--- config.mk ---
export PLATFORM = sky130hd
export DESIGN_NAME = alu_mdu_ctrl
export DESIGN_NICKNAME = d
export VERILOG_FILES = /design/src/rtl/alu_mdu_ctrl.sv
export SDC_FILE = /design/constraint.sdc
export NUM_CORES = 1
export LEC_CHECK = 0
export CAP_MARGIN = 20
export CELL_PAD_IN_SITES_DETAIL_PLACEMENT = 0
export CELL_PAD_IN_SITES_GLOBAL_PLACEMENT = 1
export CORE_MARGIN = 2
export CORE_UTILIZATION = 28
export DETAILED_ROUTE_END_ITERATION = 10
export GPL_TIMING_DRIVEN = 0
export PLACE_DENSITY = 0.63
export SLEW_MARGIN = 30
export SYNTH_ARGS = -nofsm -noshare
export SYNTH_HDL_FRONTEND = slang
export SYNTH_SLANG_ARGS = --single-unit
export TNS_END_PERCENT = 10
--- constraint.sdc ---
create_clock -name clk -period 6.7 [get_ports clk]
set_input_delay 2.01 -clock clk [delete_from_list [all_inputs] [get_ports clk]]
set_output_delay 2.01 -clock clk [all_outputs]
set_load 0.005 [all_outputs]
--- src/rtl/alu_mdu_ctrl.sv ---
// ALU control decoder with an iterative RV M-extension multiply/divide engine.
// Define MDU_FAST_MUL_EN to replace the iterative multiply with a single-cycle multiplier.
module alu_mdu_ctrl #(
  parameter int XLEN   = 32,
  parameter int UNROLL = 1
) (
  input  logic            clk,
  input  logic            reset,
  input  logic            in_valid,
  input  logic            op5,
  input  logic [2:0]      funct3,
  input  logic [6:0]      funct7,
  input  logic [1:0]      ALUOp,
  input  logic [XLEN-1:0] src_a,
  input  logic [XLEN-1:0] src_b,
  input  logic            flush,
  output logic [3:0]      ALUControl,
  output logic            is_muldiv,
  output logic            busy,
  output logic            out_valid,
  output logic [XLEN-1:0] mdu_result
);

  localparam int ITER = XLEN / UNROLL;
  localparam int CW   = $clog2(ITER);
  localparam logic [CW-1:0] CNT_LAST = CW'(ITER - 1);
  localparam logic [CW-1:0] CNT_ONE  = CW'(1);

  typedef enum logic [1:0] {
    S_IDLE = 2'b00,
    S_MUL  = 2'b01,
    S_DIV  = 2'b10,
    S_DONE = 2'b11
  } state_t;

  state_t              state_q, state_d;
  logic [CW-1:0]       cnt_q, cnt_d;
  logic [2:0]          op_q, op_d;
  logic                neg_q, neg_d;
  logic [XLEN-1:0]     opnd_q, opnd_d;
  logic [2*XLEN-1:0]   acc_q, acc_d;
  logic                out_valid_q, out_valid_d;
  logic [XLEN-1:0]     mdu_result_q, mdu_result_d;

  logic                signed_a, signed_b, sign_a, sign_b, neg_new;
  logic [XLEN-1:0]     mag_a, mag_b;
  logic                div_zero, div_ovf, accept;
  logic [2*XLEN-1:0]   mul_next, div_next;

  // Shift-add step: acc = {partial_hi, multiplier_lo}, m is the multiplicand magnitude.
  function automatic logic [2*XLEN-1:0] mul_step(input logic [2*XLEN-1:0] acc,
                                                 input logic [XLEN-1:0]   m);
    logic [2*XLEN-1:0] r;
    logic [XLEN:0]     sum;
    r = acc;
    for (int i = 0; i < UNROLL; i++) begin
      sum = {1'b0, r[2*XLEN-1:XLEN]} + (r[0] ? {1'b0, m} : {(XLEN+1){1'b0}});
      r   = {sum, r[XLEN-1:1]};
    end
    return r;
  endfunction

  // Restoring divide step: acc = {remainder, dividend/quotient}, d is the divisor magnitude.
  function automatic logic [2*XLEN-1:0] div_step(input logic [2*XLEN-1:0] acc,
                                                 input logic [XLEN-1:0]   d);
    logic [2*XLEN-1:0] r;
    logic [XLEN:0]     sh, diff;
    r = acc;
    for (int i = 0; i < UNROLL; i++) begin
      sh   = {r[2*XLEN-1:XLEN], r[XLEN-1]};
      diff = sh - {1'b0, d};
      r    = diff[XLEN] ? {sh[XLEN-1:0], r[XLEN-2:0], 1'b0}
                        : {diff[XLEN-1:0], r[XLEN-2:0], 1'b1};
    end
    return r;
  endfunction

  function automatic logic [XLEN-1:0] finalize(input logic [2:0]        op,
                                               input logic              neg,
                                               input logic [2*XLEN-1:0] acc);
    logic [2*XLEN-1:0] p;
    logic [XLEN-1:0]   q, r, res;
    p = neg ? -acc : acc;
    q = neg ? -acc[XLEN-1:0] : acc[XLEN-1:0];
    r = neg ? -acc[2*XLEN-1:XLEN] : acc[2*XLEN-1:XLEN];
    case (op)
      3'b000:                 res = p[XLEN-1:0];
      3'b001, 3'b010, 3'b011: res = p[2*XLEN-1:XLEN];
      3'b100, 3'b101:         res = q;
      default:                res = r;
    endcase
    return res;
  endfunction

  // Base ALU control code and M-op detection.
  always_comb begin
    is_muldiv = (ALUOp == 2'b10) & op5 & (funct7 == 7'b0000001);
    case (ALUOp)
      2'b00:   ALUControl = 4'b0000;
      2'b01:   ALUControl = 4'b1000;
      2'b11:   ALUControl = 4'b1111;
      default: begin
        if (op5 || (funct3 == 3'b101)) begin
          ALUControl = {funct7[5], funct3};
        end else begin
          ALUControl = {1'b0, funct3};
        end
      end
    endcase
  end

  // Operand signedness, magnitudes and divide special cases for the incoming op.
  always_comb begin
    case (funct3)
      3'b001, 3'b100, 3'b110: begin signed_a = 1'b1; signed_b = 1'b1; end
      3'b010:                 begin signed_a = 1'b1; signed_b = 1'b0; end
      default:                begin signed_a = 1'b0; signed_b = 1'b0; end
    endcase
    sign_a = signed_a & src_a[XLEN-1];
    sign_b = signed_b & src_b[XLEN-1];
    mag_a  = sign_a ? -src_a : src_a;
    mag_b  = sign_b ? -src_b : src_b;
    case (funct3)
      3'b001, 3'b100: neg_new = sign_a ^ sign_b;
      3'b010, 3'b110: neg_new = sign_a;
      default:        neg_new = 1'b0;
    endcase
    div_zero = (src_b == {XLEN{1'b0}});
    div_ovf  = signed_b & funct3[2] & (src_a == {1'b1, {(XLEN-1){1'b0}}}) &
               (src_b == {XLEN{1'b1}});
    accept   = in_valid & is_muldiv & (state_q == S_IDLE) & ~flush;
  end

  assign busy       = (state_q != S_IDLE) | (in_valid & is_muldiv & (state_q == S_IDLE));
  assign out_valid  = out_valid_q;
  assign mdu_result = mdu_result_q;

  // Engine next-state: accept, iterate, finalize into the result register.
  always_comb begin
    state_d      = state_q;
    cnt_d        = cnt_q;
    op_d         = op_q;
    neg_d        = neg_q;
    opnd_d       = opnd_q;
    acc_d        = acc_q;
    out_valid_d  = 1'b0;
    mdu_result_d = mdu_result_q;
    mul_next     = mul_step(acc_q, opnd_q);
    div_next     = div_step(acc_q, opnd_q);
    if (flush) begin
      state_d = S_IDLE;
    end else begin
      case (state_q)
        S_IDLE: begin
          if (accept) begin
            op_d  = funct3;
            neg_d = neg_new;
            cnt_d = {CW{1'b0}};
            if (!funct3[2]) begin
`ifdef MDU_FAST_MUL_EN
              mdu_result_d = finalize(funct3, neg_new,
                                      {{XLEN{1'b0}}, mag_a} * {{XLEN{1'b0}}, mag_b});
              out_valid_d  = 1'b1;
              state_d      = S_DONE;
`else
              acc_d   = {{XLEN{1'b0}}, mag_b};
              opnd_d  = mag_a;
              state_d = S_MUL;
`endif
            end else if (div_zero) begin
              mdu_result_d = funct3[1] ? src_a : {XLEN{1'b1}};
              out_valid_d  = 1'b1;
              state_d      = S_DONE;
            end else if (div_ovf) begin
              mdu_result_d = funct3[1] ? {XLEN{1'b0}} : src_a;
              out_valid_d  = 1'b1;
              state_d      = S_DONE;
            end else begin
              acc_d   = {{XLEN{1'b0}}, mag_a};
              opnd_d  = mag_b;
              state_d = S_DIV;
            end
          end else begin
            state_d = S_IDLE;
          end
        end
        S_MUL, S_DIV: begin
          acc_d = (state_q == S_MUL) ? mul_next : div_next;
          if (cnt_q == CNT_LAST) begin
            mdu_result_d = finalize(op_q, neg_q, acc_d);
            out_valid_d  = 1'b1;
            state_d      = S_DONE;
          end else begin
            cnt_d = cnt_q + CNT_ONE;
          end
        end
        S_DONE:  state_d = S_IDLE;
        default: state_d = S_IDLE;
      endcase
    end
  end

  // State and datapath registers.
  always_ff @(posedge clk or posedge reset) begin
    if (reset) begin
      state_q      <= S_IDLE;
      cnt_q        <= {CW{1'b0}};
      op_q         <= 3'b000;
      neg_q        <= 1'b0;
      opnd_q       <= {XLEN{1'b0}};
      acc_q        <= {(2*XLEN){1'b0}};
      out_valid_q  <= 1'b0;
      mdu_result_q <= {XLEN{1'b0}};
    end else begin
      state_q      <= state_d;
      cnt_q        <= cnt_d;
      op_q         <= op_d;
      neg_q        <= neg_d;
      opnd_q       <= opnd_d;
      acc_q        <= acc_d;
      out_valid_q  <= out_valid_d;
      mdu_result_q <= mdu_result_d;
    end
  end

endmodule

# After elaboration in Yosys (flattened, before gate mapping)
# Cells that the tools add are included.
word_totals:
  ff_bits: 140
  inputBits: 81
  elab_cells: 125
  out_inout_bits: 39
op_classes:
  n_bitwise: 13
  muxes: 47
  add_sub_neg: 8
  eq_ne: 30
  n_reduce_logical: 19
ops:
  columns: ["operator", "count"]
  rows:
  - ["two-way mux 32 bit", 15]
  - ["two-way mux 64 bit", 7]
  - ["negator 32 bit", 4]
  - ["one-hot mux 64 bit (2 select lines)", 1]
  - ["one-hot mux 32 bit (3 select lines)", 1]
  - ["== test 32 bit, second input constant", 2]
  - ["negator 64 bit", 1]
  - ["one-hot mux 32 bit (2 select lines)", 1]
  - ["adder 32 x 32 -> 33 bit", 1]
  - ["subtractor 33 x 32 -> 33 bit", 1]
  - ["zero test 32 bit", 1]
  - ["== test 3 bit, second input constant", 5]
  - ["inequality test 2 bit, second input constant", 6]
  - ["inequality test 3 bit, second input constant", 4]
  - ["one-hot mux 4 bit (3 select lines)", 1]
  - ["bitwise AND 1 bit", 10]
  - ["two-way mux 1 bit", 10]
  - ["two-way mux 5 bit", 2]
  - ["one-hot mux 5 bit (2 select lines)", 1]
  - ["AND reduction 5 bit", 2]
  - ["== test 3 x 2 -> 1 bit, second input constant", 3]
  - ["== test 2 bit, second input constant", 4]
  - ["two-way mux 2 bit", 4]
  - ["OR reduction 2 bit", 4]
  - ["20 further kinds", 26]

# Longest topological paths before layout
logic_depth:
  depth_word: 12
  ltp_mapped: 25
  depth_no_buf: 24

# Worst setup path before layout
# No wires, ideal clock.
synth_timing:
  path_kind: "input-to-reg"
  startpoint: "input port src_b[3]"
  endpoint: "register mdu_result_q[29], in the netlist mdu_result[29]"
  required_ps: 6571
  setup_slack_ps: 1484
  arrival_time_ps: 5087
  setup_ps: 129
  path_buffers: 1
  stages: 14
  path_cell_list: "nor4_1 -> nor2b_1 -> nand3_1 -> nor3_1 -> nor3b_1 -> and3b_1 -> clkbuf_1 -> o21ai_0 -> a221o_1 -> nor2_1 -> o21ai_0 -> a41o_1 -> o21ai_0 -> o21ai_0"
synth_between:
  elab_chain_len: 5
  word_cells_on_any_way: 9
  cone_classes: "eq/ne (2); mux (4); bitwise (1); reduce/logical (2)"
synth_lines:
  columns: ["item", "line", "rtl"]
  rows:
  - ["from (decl)", "15", "input logic [XLEN-1:0] src_b,"]
  - ["zero test 32 bit", "128", "div_zero = (src_b == {XLEN{1'b0}});"]
  - ["two-way mux 32 bit", "170", "end else if (div_zero) begin"]
  - ["two-way mux 32 bit", "159", "if (!funct3[2]) begin"]
  - ["two-way mux 32 bit", "155", "if (accept) begin"]
  - ["one-hot mux 32 bit (2 select lines)", "153", "case (state_q)"]
  - ["to (signal assigned)", "213", "mdu_result_q <= {XLEN{1'b0}};"]
  - ["to (signal assigned)", "222", "mdu_result_q <= mdu_result_d;"]
  - ["to (decl)", "43", "logic [XLEN-1:0] mdu_result_q, mdu_result_d;"]
# Several ways; a longest one is shown, not always the timed one. The select of a mux whose other input is x is not followed.
# A chain may end at the register's enable or synchronous reset.

# Worst setup path in the final report
layout_timing:
  startpoint: "register acc_q[31]"
  endpoint: "register mdu_result_q[30], in the netlist mdu_result[30]"
layout_between:
  elab_chain_len: 8
  word_cells_on_any_way: 12
  cone_classes: "add/sub (4); mux (8)"
layout_lines:
  columns: ["item", "line", "rtl"]
  rows:
  - ["from (decl)", "41", "logic [2*XLEN-1:0] acc_q, acc_d;"]
  - ["from (signal assigned)", "211", "acc_q <= {(2*XLEN){1'b0}};"]
  - ["subtractor 33 x 32 -> 33 bit", "71", "diff = sh - {1'b0, d};"]
  - ["two-way mux 64 bit", "72", "r = diff[XLEN] ? {sh[XLEN-1:0], r[XLEN-2:0], 1'b0}"]
  - ["two-way mux 64 bit *", "188", "acc_d = (state_q == S_MUL) ? mul_next : div_next;"]
  - ["negator 64 bit (tied with other cells)", "83", "p = neg ? -acc : acc;"]
  - ["two-way mux 64 bit (tied with other cells)", "83", null]
  - ["one-hot mux 32 bit (3 select lines) *", "86", "case (op)"]
  - ["two-way mux 32 bit *", "189", "if (cnt_q == CNT_LAST) begin"]
  - ["one-hot mux 32 bit (2 select lines) *", "153", null]
# Every way passes the cells marked *; elsewhere a longest branch is shown, timed or not. The select of a mux whose other input is x is not followed.

==> PnR_summary.wiki <==
{| class="wikitable"
! Metric !! Value
|-
| Min-delay src || mdu_result[18]
|-
| Number of synthesized flops with an enable pin || 0
|-
| Fraction of layout instances using a drive strength above 1 || 4.92%
|-
| M2 GR Usage || 41.5%
|-
| Internal power contribution || 1700 uW
|-
| Share of the synthesized area in the top cell type || 21.5%
|-
| Standard cell area after detailed placement || 18500 um^2
|-
| Cell area after synthesis || 16300 um^2
|-
| Count of input and output buffers || 116
|-
| Cell types with the highest counts after synthesis || sky130_fd_sc_hd__nand2_1, sky130_fd_sc_hd__o21ai_0, sky130_fd_sc_hd__a21oi_1
|-
| Number of synthesized register bits || 140
|-
| Worst hold endpoint || mdu_result[18]
|-
| I/O Pins || 120
|-
| Final estimated routing congestion in global placement || 0.951
|-
| Routed wirelength normalized by instance count || 25.4 um
|-
| Clock buffer count from CTS || 17
|-
| Via count of the first global-routing pass || 17100
|-
| FILL cells || 6265
|-
| Worst slack at placement || -0.675 ns
|-
| Worst min path class || reg -> reg
|-
| Biggest area consumer among synthesized cells || sky130_fd_sc_hd__dfrtp_1
|-
| Residual overflow from global routing || 0
|-
| Sw Pwr || 1130 uW
|-
| Die Footprint || 60100 um^2
|-
| Met1 track utilization from global routing || 36.3%
|-
| Setup TNS || 0 ns
|-
| Launch instance of the worst register-to-register path || acc_q[31]
|-
| RSZ-0062 raised after global routing || false
|-
| Maximum root-to-sink buffer count || 2
|-
| Post-synth ARST share || 100%
|-
| Kind of launch point of the worst setup path || flop
|-
| Slowest stage cell on the critical path || sky130_fd_sc_hd__a2111o_1
|-
| Status || completed
|-
| Clock input transition at the sequential cells of the worst setup and hold paths || 0.07 ns
|-
| Max-Slew Margin vs Limit || 33.0%
|-
| Required arrival time at the worst endpoint || 7.12 ns
|-
| Reg area || 3500 um^2
|-
| Hold Buf Count CTS || 0
|-
| Count of synthesis-stage warnings from yosys || 0
|-
| Finished Layout Cells || 3162
|-
| Total number of H-tree levels || 4
|-
| Die Width || 245 um
|-
| Largest cells by area after synthesis || sky130_fd_sc_hd__dfrtp_1, sky130_fd_sc_hd__nand2_1, sky130_fd_sc_hd__o21ai_0, sky130_fd_sc_hd__a21oi_1, sky130_fd_sc_hd__ha_1
|-
| Effective utilization at floorplan || 28.3%
|-
| Pwr Total || 2830 uW
|-
| Most used flip-flop cell after synthesis || sky130_fd_sc_hd__dfrtp_1
|-
| Global routing's busiest layer || met2
|-
| Sequential area share after synthesis || 21.5%
|-
| Final cycle utilization of the critical path || 96.2%
|-
| CP bufs+invs || 4
|-
| Seq pwr share || 32.1%
|-
| Die Ht || 245 um
|-
| Number of clock sinks || 140
|-
| Final Setup Violations || 0
|-
| Setup slack of the most critical reg-to-reg path || 0.25 ns
|-
| Antenna violations before repair || 3
|-
| Maximum achievable frequency || 155 MHz
|-
| Maximum net fanout on the critical path || 10
|-
| Total routed wirelength || 80200 um
|-
| Synth Net Count || 2404
|-
| IR Drop Worst-Case VDD || 143 uV
|-
| P_leak || 0.00742 uW
|-
| Worst-case reg-to-reg path depth || 25
|-
| Pwr per Cell Area || 148 nW/um^2
|-
| 1st-pass router iterations || 6
|-
| Clock skew after layout || 0.0148 ns
|-
| Delay of the slowest critical-path stage || 0.54 ns
|-
| First DRT Iteration DRCs || 1735
|-
| # Max-Cap Violations || 0
|-
| Setup slack of the critical path after layout || 0.254 ns
|-
| Area of combinational cells with multiple inputs || 12000 um^2
|-
| Met3 demand-to-capacity share in global routing || 3.49%
|-
| Global-route wire length before repair || 116000 um
|-
| Layout Cell Area excl Fill || 19100 um^2
|-
| Critical path class || reg -> reg
|-
| Row count || 88
|-
| CTS root buf || sky130_fd_sc_hd__clkbuf_16
|-
| Count of mapped cells out of synthesis || 2247
|-
| Pin count of the biggest net entering global routing || 82
|-
| P&R area growth vs syn || 17.5%
|-
| Final critical path time including I/O delays and setup || 6.45 ns
|-
| Final HPWL from detailed placement || 66800 um
|-
| Global Route Usage Sum || 26.3%
|-
| WP data arrival || 6.86 ns
|-
| Net total in the final layout || 2540
|-
| Delay-heaviest family, CP || compound AO/OA/AOI/OAI gates
|-
| Reg2reg end || mdu_result[30]
|-
| Combinational share of power || 32.5%
|-
| Final slew viol count || 0
|-
| Number of failing hold endpoints at the final stage || 0
|-
| Number of cells on the critical path || 25
|-
| Most used standard cell by instance count after synthesis || sky130_fd_sc_hd__nand2_1
|-
| Most used cell, CP || sky130_fd_sc_hd__inv_1
|-
| Number of nets with antenna violations after detailed routing || 0
|-
| Core Footprint || 57600 um^2
|-
| Clock latency of the later-clocked register in the worst-skew pair || 0.48 ns
|-
| Vias || 18400
|-
| Average via count per standard cell || 5.80
|-
| Kind of capture point of the worst setup path || flop
|-
| Count of unresolved DRC violations after routing || 0
|-
| Worst Max-Slew Pin Slew || 1.00 ns
|-
| Mapped Avg Cell Area || 7.25 um^2
|-
| Yosys cell types || 101
|-
| Clock share of power || 35.4%
|-
| CTS tree || built
|-
| Worst Hold Depth || 2
|-
| Sw frac || 39.9%
|-
| Cells after DPL || 3131
|}
cells in the final DEF, fill, tap and decap left out, types with 18 or more instances in the layout:
cell type	n
sky130_fd_sc_hd__o21a_1	25
sky130_fd_sc_hd__clkbuf_1	98
sky130_fd_sc_hd__a211oi_1	20
sky130_fd_sc_hd__dfrtp_1	140
sky130_fd_sc_hd__a21oi_1	200
sky130_fd_sc_hd__and2_1	44
sky130_fd_sc_hd__or3_1	24
sky130_fd_sc_hd__nand3_1	52
sky130_fd_sc_hd__maj3_1	21
sky130_fd_sc_hd__xnor2_1	101
sky130_fd_sc_hd__ha_1	74
sky130_fd_sc_hd__o21ai_0	222
sky130_fd_sc_hd__nor3_1	70
sky130_fd_sc_hd__xor2_1	68
sky130_fd_sc_hd__clkdlybuf4s50_1	116
sky130_fd_sc_hd__mux2i_1	56
sky130_fd_sc_hd__nor4_1	18
sky130_fd_sc_hd__nand4_1	31
sky130_fd_sc_hd__a21o_1	26
sky130_fd_sc_hd__o211ai_1	22
sky130_fd_sc_hd__nor2_1	177
sky130_fd_sc_hd__a31oi_1	20
sky130_fd_sc_hd__o31ai_1	51
sky130_fd_sc_hd__nand2_1	301
sky130_fd_sc_hd__nand2b_1	19
sky130_fd_sc_hd__inv_1	77
cell type report:
type	count	area share (%)
antenna	1	0.0131
buffer	137	2.99
clock buffer	17	2.22
clock inverter	15	1.01
inverter	78	1.57
multi-input combinational	1889	62.6
sequential	140	18.3
tap	765	5.00
timing repair buffer	120	6.30
worst reg2reg max path, stage by stage, from the launching register on:
cell	delay (ns)
sky130_fd_sc_hd__dfrtp_1	0.49
sky130_fd_sc_hd__inv_1	0.14
sky130_fd_sc_hd__ha_1	0.19
sky130_fd_sc_hd__inv_1	0.06
sky130_fd_sc_hd__fa_1	0.41
sky130_fd_sc_hd__a21o_1	0.23
sky130_fd_sc_hd__a221o_1	0.39
sky130_fd_sc_hd__a21oi_4	0.30
sky130_fd_sc_hd__a21o_4	0.22
sky130_fd_sc_hd__a31oi_4	0.16
sky130_fd_sc_hd__nand2_2	0.15
sky130_fd_sc_hd__buf_4	0.22
sky130_fd_sc_hd__o21ai_1	0.20
sky130_fd_sc_hd__inv_1	0.18
sky130_fd_sc_hd__ha_1	0.20
sky130_fd_sc_hd__o21a_1	0.20
sky130_fd_sc_hd__nand2_1	0.18
sky130_fd_sc_hd__nor2_4	0.23
sky130_fd_sc_hd__nand3_1	0.24
sky130_fd_sc_hd__nor2_4	0.22
sky130_fd_sc_hd__nand2_1	0.14
sky130_fd_sc_hd__a2111o_1	0.54
sky130_fd_sc_hd__or3_1	0.40
sky130_fd_sc_hd__o41ai_1	0.28
sky130_fd_sc_hd__nand4b_1	0.25
sky130_fd_sc_hd__a22o_1	0.15
worst max-delay path by stage:
stage,from,end,slack [ns]
after floorplan,reset,acc_q[0],0.94
after global placement,reset,cnt_q[2],-1.47
after detailed placement,state_q[1],mdu_result[18],-0.68
after CTS,acc_q[31],mdu_result[30],0.02
after global routing,acc_q[31],mdu_result[26],0.07
final,acc_q[31],mdu_result[30],0.25
per-layer routing:
metal / vias to the layer above / routed length (um)
met5: - / 0
met4: 0 / 3020
met3: 118 / 4920
met2: 730 / 36100
met1: 9032 / 36200
li1: 8474 / -
power groups by stage:
stage	logic, uW	registers [uW]	clock network [uW]
after floorplan	526	910	0
final	919	908	1000
after detailed placement	904	924	0
after global placement	895	924	0
after CTS	909	908	1010
after global routing	986	911	1050
registers in the layout, indices dropped and copies added (netlist names):
signal / cells
acc_q: 64
cnt_q: 5
mdu_result: 32
neg_q: 1
op_q: 3
opnd_q: 32
out_valid: 1
state_q: 2
through the flow:
stage	hold WS [ns]	util (%)
after global routing	0.508	33.2
after detailed placement	0.473	32.1
after global placement	0.467	32.0
after floorplan	0.464	-
final	0.482	33.2
after CTS	0.490	33.2
logic make-up (layout without fill, tap and decap cells):
kind of cell    count (synthesis)  count (layout)  share of synthesized area [%]
fa+ha+maj                      97              97                           7.22
simple gates                  816             816                           23.6
flops                         140             140                           21.5
compound gates                737             737                           28.8
buf+inv                       218             367                           5.35
mux                            70              70                           4.41
other cells                     0               1                              0
xor+xnor                      169             169                           9.08
repair_timing:
action,in CTS,in global routing
gates resized for setup,5,7
buffers inserted,0,1
pin swaps,0,2
setup endpoints to repair,25,38
No activity file was read; power rests on OpenSTA's default activity.
